<file path="src/rtl/uart_tx_fifo_drain.sv">
// -----------------------------------------------------------------------------
// uart_tx_fifo_drain
//   Pulls bytes out of an upstream show-ahead byte FIFO and sends each one as
//   a UART frame on tx: one start bit (low), DATA_SIZE data bits LSB first,
//   then STOP_BITS stop bits (high). One pop per frame. A pop happens only in
//   IDLE, when the FIFO is non-empty and tx_enable is high.
//
// Parameters
//   DATA_SIZE     data bits per frame (matches the FIFO word width)
//   CLKS_PER_BIT  clk cycles per bit period (>= 2)
//   STOP_BITS     number of stop bits (1 or 2)
//
// Ports
//   clk         system clock, rising edge
//   reset       synchronous, active-high reset
//   tx_enable   1 = new frames may start; 0 = finish current frame, then idle
//   fifo_empty  FIFO empty flag
//   fifo_data   FIFO head word (combinational FIFO output)
//   fifo_rd     pop strobe to the FIFO (combinational, one cycle per byte)
//   tx          registered serial line, idle high
//   tx_busy     high whenever a frame is in progress
//   tx_done     registered one-cycle pulse in the first IDLE cycle after a frame
// -----------------------------------------------------------------------------
module uart_tx_fifo_drain #(
  parameter int DATA_SIZE    = 8,
  parameter int CLKS_PER_BIT = 434,
  parameter int STOP_BITS    = 1
) (
  input  logic                 clk,
  input  logic                 reset,
  input  logic                 tx_enable,
  input  logic                 fifo_empty,
  input  logic [DATA_SIZE-1:0] fifo_data,
  output logic                 fifo_rd,
  output logic                 tx,
  output logic                 tx_busy,
  output logic                 tx_done
);

  localparam int BAUD_W = (CLKS_PER_BIT > 1) ? $clog2(CLKS_PER_BIT) : 1;
  // The bit counter indexes data bits and also stop bits (at most 2).
  localparam int BIT_W  = (DATA_SIZE > 2) ? $clog2(DATA_SIZE) : 1;

  localparam logic [BAUD_W-1:0] BAUD_LAST = BAUD_W'(CLKS_PER_BIT - 1);
  localparam logic [BIT_W-1:0]  DATA_LAST = BIT_W'(DATA_SIZE - 1);
  localparam logic [BIT_W-1:0]  STOP_LAST = BIT_W'(STOP_BITS - 1);

  typedef enum logic [1:0] {
    IDLE  = 2'd0,
    START = 2'd1,
    DATA  = 2'd2,
    STOP  = 2'd3
  } state_t;

  state_t                 state_reg, state_next;
  logic [BAUD_W-1:0]      baud_reg, baud_next;
  logic [BIT_W-1:0]       bit_reg, bit_next;
  logic [DATA_SIZE-1:0]   shift_reg, shift_next;
  logic                   tx_reg, tx_next;
  logic                   tx_done_reg, tx_done_next;
  logic                   baud_end;

  // Pop only from IDLE; reset is included so no pop is issued while
  // the block is being reset, even if the FIFO has data.
  assign fifo_rd  = (state_reg == IDLE) && !fifo_empty && tx_enable && !reset;
  assign baud_end = (baud_reg == BAUD_LAST);

  // State register
  always_ff @(posedge clk) begin
    if (reset) begin
      state_reg   <= IDLE;
      baud_reg    <= '0;
      bit_reg     <= '0;
      shift_reg   <= '0;
      tx_reg      <= 1'b1;
      tx_done_reg <= 1'b0;
    end else begin
      state_reg   <= state_next;
      baud_reg    <= baud_next;
      bit_reg     <= bit_next;
      shift_reg   <= shift_next;
      tx_reg      <= tx_next;
      tx_done_reg <= tx_done_next;
    end
  end

  // Next-state logic
  always_comb begin
    state_next = state_reg;
    baud_next  = baud_reg;
    bit_next   = bit_reg;
    shift_next = shift_reg;
    case (state_reg)
      IDLE: begin
        baud_next = '0;
        bit_next  = '0;
        if (fifo_rd) begin
          // The head word is captured on the pop edge, so later FIFO
          // changes cannot disturb the frame in flight.
          shift_next = fifo_data;
          state_next = START;
        end
      end
      START: begin
        if (baud_end) begin
          baud_next  = '0;
          bit_next   = '0;
          state_next = DATA;
        end else begin
          baud_next = baud_reg + BAUD_W'(1);
        end
      end
      DATA: begin
        if (baud_end) begin
          baud_next = '0;
          if (bit_reg == DATA_LAST) begin
            bit_next   = '0;
            state_next = STOP;
          end else begin
            bit_next   = bit_reg + BIT_W'(1);
            shift_next = shift_reg >> 1;
          end
        end else begin
          baud_next = baud_reg + BAUD_W'(1);
        end
      end
      STOP: begin
        if (baud_end) begin
          baud_next = '0;
          if (bit_reg == STOP_LAST) begin
            bit_next   = '0;
            state_next = IDLE;
          end else begin
            bit_next = bit_reg + BIT_W'(1);
          end
        end else begin
          baud_next = baud_reg + BAUD_W'(1);
        end
      end
      default: state_next = IDLE;
    endcase
  end

  // Output logic. tx is registered, so its next value follows the state
  // being entered; this puts the start bit on tx the cycle after the pop.
  always_comb begin
    tx_busy      = (state_reg != IDLE);
    tx_done_next = (state_reg == STOP) && (state_next == IDLE);
    case (state_next)
      START:   tx_next = 1'b0;
      DATA:    tx_next = shift_next[0];
      default: tx_next = 1'b1;
    endcase
  end

  assign tx      = tx_reg;
  assign tx_done = tx_done_reg;

endmodule

</file>
<file path="config.mk">
export PLATFORM = sky130hd
export DESIGN_NAME = uart_tx_fifo_drain
export DESIGN_NICKNAME = d
export VERILOG_FILES = /design/src/rtl/uart_tx_fifo_drain.sv
export SDC_FILE = /design/constraint.sdc
export NUM_CORES = 1
export LEC_CHECK = 0
export CORE_AREA = 2 2 68 70
export CTS_CLUSTER_DIAMETER = 30
export DETAILED_ROUTE_END_ITERATION = 8
export DIE_AREA = 0 0 70 72
export PLACE_DENSITY = 0.5
export SYNTH_ARGS = -nofsm -noshare
export SYNTH_HDL_FRONTEND = slang
export SYNTH_SLANG_ARGS = --single-unit
export TNS_END_PERCENT = 5
</file>
<file path="constraint.sdc">
create_clock -name clk -period 2.1 [get_ports clk]
set_clock_uncertainty 0.15 [all_clocks]
set_input_delay 0.42 -clock clk [delete_from_list [all_inputs] [get_ports clk]]
set_output_delay 0.42 -clock clk [all_outputs]
set_load 0.005 [all_outputs]
</file>
Word level (Yosys, flattened, before mapping)
Index checks and enable logic that the tools add are counted.
{"block": "totals", "output_inout_bits": 4, "register_bits": 24, "mem_bits_rw": 0, "memories": 0, "mem_bits_ro": 0, "latch_bits": 0, "wordCells": 55, "inputBits": 12}
{"block": "op_classes", "n_div": 0, "n_reduce_logical": 14, "n_shift": 0, "n_lt_le_gt_ge": 0, "n_addsub": 2, "n_mul": 0, "mux": 20, "n_bitwise": 0, "n_eq_ne": 12}
{"cell": "8-bit two-way mux", "count": 3}
{"cell": "9-bit one-hot mux with 2 select lines", "count": 1}
{"cell": "8-bit one-hot mux with 2 select lines", "count": 1}
{"cell": "3-bit two-way mux", "count": 5}
{"cell": "2-bit two-way mux", "count": 6}
{"cell": "3-bit one-hot mux with 4 select lines", "count": 1}
{"cell": "2-bit inequality test, second input constant", "count": 5}
{"cell": "9-bit by 1-bit adder with 9-bit output, second input constant", "count": 1}
{"cell": "9-bit equality test, second input constant", "count": 1}
{"cell": "9-bit two-way mux", "count": 1}
{"cell": "2-bit one-hot mux with 4 select lines", "count": 1}
{"cell": "2-bit equality test, second input constant", "count": 3}
{"cell": "2-bit by 1-bit equality test with 1-bit output, second input constant", "count": 2}
{"cell": "1-bit logical AND", "count": 4}
{"cell": "2-bit logical NOT", "count": 2}
{"cell": "4-bit AND reduction", "count": 1}
{"cell": "2-bit nonzero test", "count": 2}
{"cell": "3-bit by 1-bit adder with 3-bit output, second input constant", "count": 1}
{"cell": "3-bit equality test, second input constant", "count": 1}
{"cell": "3-bit logical NOT", "count": 1}
{"cell": "3-bit AND reduction", "count": 1}
{"cell": "3-bit OR reduction", "count": 1}
{"cell": "1-bit logical NOT", "count": 2}
{"cell": "1-bit one-hot mux with 2 select lines", "count": 1}

Depth between registers and ports, before layout
{"block": "logic_depth", "depth_word": 8, "mapped_depth": 7, "depth_no_buf": 6}

Least setup slack after synthesis
OpenSTA, ideal clock, no wires.
{"block": "synth_timing", "path_type": "reg2reg", "from": "register bit_reg[0]", "to": "register shift_reg[1]", "path_stages_with_launch": 7, "t_arrival_ns": 1.537, "path_buffers": 1, "slack_ns": 0.284, "cell_sequence": "dfxtp_1 ha_1 ha_1 or4_4 buf_6 nand3_1 a21oi_1"}
{"block": "synth_via", "elab_chain_len": 3}
{"item": "start: declaration", "line_no": "57", "text": "logic [BIT_W-1:0] bit_reg, bit_next;"}
{"item": "start signal: assignment", "line_no": "80", "text": "bit_reg <= bit_next;"}
{"item": "3-bit equality test", "line_no": "116", "text": "if (bit_reg == DATA_LAST) begin"}
{"item": "2-bit inequality test (no line)"}
{"item": "4-bit AND reduction (no line)"}
{"item": "end signal: assignment", "line_no": "81", "text": "shift_reg <= shift_next;"}
{"item": "end: declaration", "line_no": "58", "text": "logic [DATA_SIZE-1:0] shift_reg, shift_next;"}
Every way passes these cells.
A chain may end at the register's enable or synchronous reset.

Worst setup path after layout
{"block": "layout_timing", "from": "input port tx_enable", "to": "output port fifo_rd"}
{"block": "layout_via", "elab_chain_len": 2}
{"item": "start: declaration", "line_no": "31", "text": "input logic tx_enable,"}
{"item": "1-bit logical AND (2 in a row)", "line_no": "65", "text": "assign fifo_rd = (state_reg == IDLE) && !fifo_empty && tx_enable && !reset;"}
{"item": "end: declaration", "line_no": "34", "text": "output logic fifo_rd,"}
Every way passes these cells.

==> results.rst <==
.. list-table::
   :header-rows: 1

   * - Metric
     - Value
   * - Boundary pin count
     - 16
   * - Count of flip-flops with a built-in enable after synthesis
     - 0
   * - Post-Syn Area
     - approximately 1200 µm²
   * - Clock latency reported for the late side of the worst-skew pair
     - between 0.2 and 0.3 ns
   * - Peak ir drop on the vdd network
     - 0.0002537 V
   * - TritonCTS clock tree
     - yes
   * - Status
     - finished, final reports clean
   * - Die Width
     - 70 µm
   * - Synthesized instance count
     - approximately 140
   * - Overall routed net length
     - between 2 and 3 mm
   * - Commonest cells in the netlist
     - sky130_fd_sc_hd__dfxtp_1, sky130_fd_sc_hd__nor2_1, sky130_fd_sc_hd__nand3_1
   * - Kind of critical path
     - primary input to primary output
   * - Slew of the pin with the lowest slew margin
     - 0.3776 ns
   * - Number of DRC markers after the initial detailed-route iteration
     - 54
   * - Clock sink total
     - 24
   * - Total half-perimeter wirelength after legalization and detailed placement
     - approximately 1.9 mm
   * - Count of different cell masters after synthesis
     - between 40 and 50
   * - Register clock-pin slew on the reported worst setup and hold paths
     - around 0.080 ns
   * - Biggest area contributors in the synthesized netlist
     - sky130_fd_sc_hd__dfxtp_1, sky130_fd_sc_hd__nand3_1, sky130_fd_sc_hd__nor2_1, sky130_fd_sc_hd__ha_1, sky130_fd_sc_hd__a21oi_1
   * - Count of vias placed by the detailed router
     - between 1000 and 1500
   * - Most frequently used flop master after synthesis
     - sky130_fd_sc_hd__dfxtp_1
   * - Arrival time at the worst endpoint
     - between 1 and 1.5 ns
   * - Final Net Count
     - about 170
   * - Number of buffers between clock root and the deepest sink
     - 2
   * - Top-count cell post-synth
     - sky130_fd_sc_hd__dfxtp_1
   * - Count of antenna-violating nets left after detailed routing
     - 0
   * - Leakage power of the design
     - between 0.5 and 0.6 nW
   * - Maximum capacitance violations
     - 0
   * - Routed wirelength normalized by instance count
     - approximately 12 µm
   * - Final instance area
     - about 1500 µm²
   * - Wire length of the first global-routing pass
     - roughly 4.3 mm
   * - Sum of negative setup slack
     - 0 ns
   * - Final critical delay including setup and external delays
     - 2.009 ns
   * - Full die area
     - between 5000 and 6000 µm²
   * - Pwr Density
     - between 500 and 600 nW/µm²
   * - Kind of path behind the tightest hold check
     - flop to flop
   * - Final hold violation count
     - 0
   * - Flip-flop count of the largest register, all copies and words added
     - 9
   * - Number of synthesized register bits
     - 24
   * - Number of max-slew violations in the final report
     - 0
   * - Synth warnings
     - 0
   * - Final cycle utilization of the critical path
     - 0.9568
   * - Post-route DRC violation count
     - 0
   * - Placed cell areas
     - between 1000 and 1500 µm²
   * - Setup repair after global routing missed its margin
     - no
   * - Number of global-route vias before repair
     - 1011
   * - Ratio of cells with drive above 1 in the final layout
     - 0.1218
   * - Initial core utilization
     - 0.2890
   * - Clock root cell
     - sky130_fd_sc_hd__clkbuf_8
   * - Max Freq
     - roughly 500 MHz
   * - Register area share after synthesis
     - 0.3898
   * - Post-synthesis cell type with the largest combined area
     - sky130_fd_sc_hd__dfxtp_1
   * - Die Y-Extent
     - a little over 70 µm
   * - Synth async-reset ratio
     - 0
   * - Filler cell count in the final layout
     - between 400 and 500
   * - Antenna Cells
     - 0
   * - Area share of the leading cell type in the synthesized netlist
     - 0.3898
   * - Rel. slew slack
     - 0.7464
   * - CORE AREA
     - between 4000 and 5000 µm²
   * - Routed via count divided by cell count
     - about 4.8
   * - First drt pass iteration count
     - 4
   * - Startpoint type of the worst setup path
     - primary input
   * - Setup fix buffers added after clock tree synthesis
     - 0
   * - Number of I/O port buffers
     - 15
   * - Required time of the critical path
     - between 1.5 and 2 ns
   * - # rows
     - 24
   * - Total congestion overflow
     - 0
   * - TritonCTS Buffers
     - 3
   * - Maximum level of the CTS H-tree
     - 1
   * - Number of nets in the synthesized netlist
     - about 150
   * - Area overhead of the layout relative to synthesis
     - 22.84%
   * - GPL Wtd Cong
     - between 0.7 and 0.8
   * - Number of buffers added to fix hold violations after cts
     - 0
   * - Max Fanout on Critical Path
     - 2
   * - Final setup violating endpoints
     - 0
   * - Mean cell area of the mapped netlist
     - 8.996 µm²
   * - Antenna violations before repair
     - 0
   * - Maximum number of pins on one net before global-route repair
     - 17
   * - Sort of element at the end of the critical path
     - primary output
   * - GRT Overall Usage
     - 0.1049
## final cells by class
class / instances / area, µm² / area share
tap: 52 / 65.06 / 0.04298
sequential: 24 / 480.5 / 0.3174
timing repair buffer: 21 / 192.7 / 0.1273
clock buffer: 4 / 55.05 / 0.03636
inverter: 6 / 22.52 / 0.01488
multi-input combinational: 101 / 698.2 / 0.4612
## power breakdown
| part | switching (mW) | internal, mW | total (mW) |
|---|---|---|---|
| clock network | 0.138 | 0.167 | 0.305 |
| logic | 0.0312 | 0.0404 | 0.0716 |
| registers | 0.00463 | 0.463 | 0.467 |
## timing repair
action                     in CTS  in global routing
setup endpoints to repair       1                  1
pin swaps                       1                  0
resized for setup               3                  1
## per-layer routing
metal	routed length (µm)	up-vias	GRT usage	share of wire
met3	94	2	0.02083	0.037
met2	1198	13	0.1873	0.47
met1	1237	454	0.1272	0.49
li1	-	536	-	-
met5	0	-	0	0
met4	12	0	0.03419	0.0047
## cell families (layout without fill, tap and decap cells)
logic type	count (synthesis)	in the layout	share of synthesized area
AND/OR/NAND/NOR	65	65	0.3340
flip-flops	24	24	0.3898
multiplexers	1	1	0.008122
buffers and inverters	12	31	0.05076
adder cells (fa/ha/maj)	5	5	0.05076
AO/OA/AOI/OAI	23	23	0.1167
XOR/XNOR	7	7	0.04975
## layout by cell type (no fill, tap or decap), types with 2 or more instances in the layout
cell type / netlist / layout
sky130_fd_sc_hd__nand2_1: 7 / 7
sky130_fd_sc_hd__nor3b_1: 2 / 2
sky130_fd_sc_hd__and4_1: 2 / 2
sky130_fd_sc_hd__clkdlybuf4s50_1: 0 / 13
sky130_fd_sc_hd__nor2b_1: 3 / 3
sky130_fd_sc_hd__ha_1: 5 / 5
sky130_fd_sc_hd__nor2_1: 17 / 16
sky130_fd_sc_hd__nor3_1: 2 / 2
sky130_fd_sc_hd__nand3_1: 13 / 13
sky130_fd_sc_hd__dfxtp_1: 24 / 24
sky130_fd_sc_hd__xor2_1: 2 / 2
sky130_fd_sc_hd__dlygate4sd2_1: 0 / 2
sky130_fd_sc_hd__a31oi_1: 2 / 2
sky130_fd_sc_hd__nor2_2: 1 / 2
sky130_fd_sc_hd__nand4_1: 4 / 4
sky130_fd_sc_hd__clkbuf_8: 0 / 4
sky130_fd_sc_hd__a21oi_1: 11 / 11
sky130_fd_sc_hd__buf_4: 1 / 6
sky130_fd_sc_hd__inv_1: 5 / 5
sky130_fd_sc_hd__a22oi_1: 6 / 6
sky130_fd_sc_hd__xnor2_1: 5 / 5
## stage by stage
stage	power [mW]	worst slack (ns)	hold WS, ns	utilization	std cells
floorplan	0.5106	0.2842	0.2913	-	137
global placement	0.5488	-0.2031	0.3054	0.3407	204
detailed placement	0.5496	-0.2191	0.3136	0.3407	204
CTS	0.8575	0.05111	0.3262	0.3545	208
global route	0.8847	0.03227	0.3516	0.3550	208
finish	0.8443	0.09076	0.3251	0.3550	208
## worst paths after layout
check / end / slack [ns] / from / depth (start not counted)
worst min-delay path: shift_reg[3] / 0.33 / shift_reg[3] / 2
worst max register to register: shift_reg[4] / 0.22 / bit_reg[0] / 5
worst max-delay path: fifo_rd / 0.09 / tx_enable / 5
worst min register to register: shift_reg[3] / 0.33 / shift_reg[3] / 2
## critical path, cell delays in order
cell                              delay [ns]
sky130_fd_sc_hd__clkdlybuf4s50_1        0.46
sky130_fd_sc_hd__nor3b_4                0.20
sky130_fd_sc_hd__nand2_2                0.08
sky130_fd_sc_hd__clkinv_1               0.06
sky130_fd_sc_hd__dlygate4sd2_1          0.22
(Power assumes the default switching activity.)
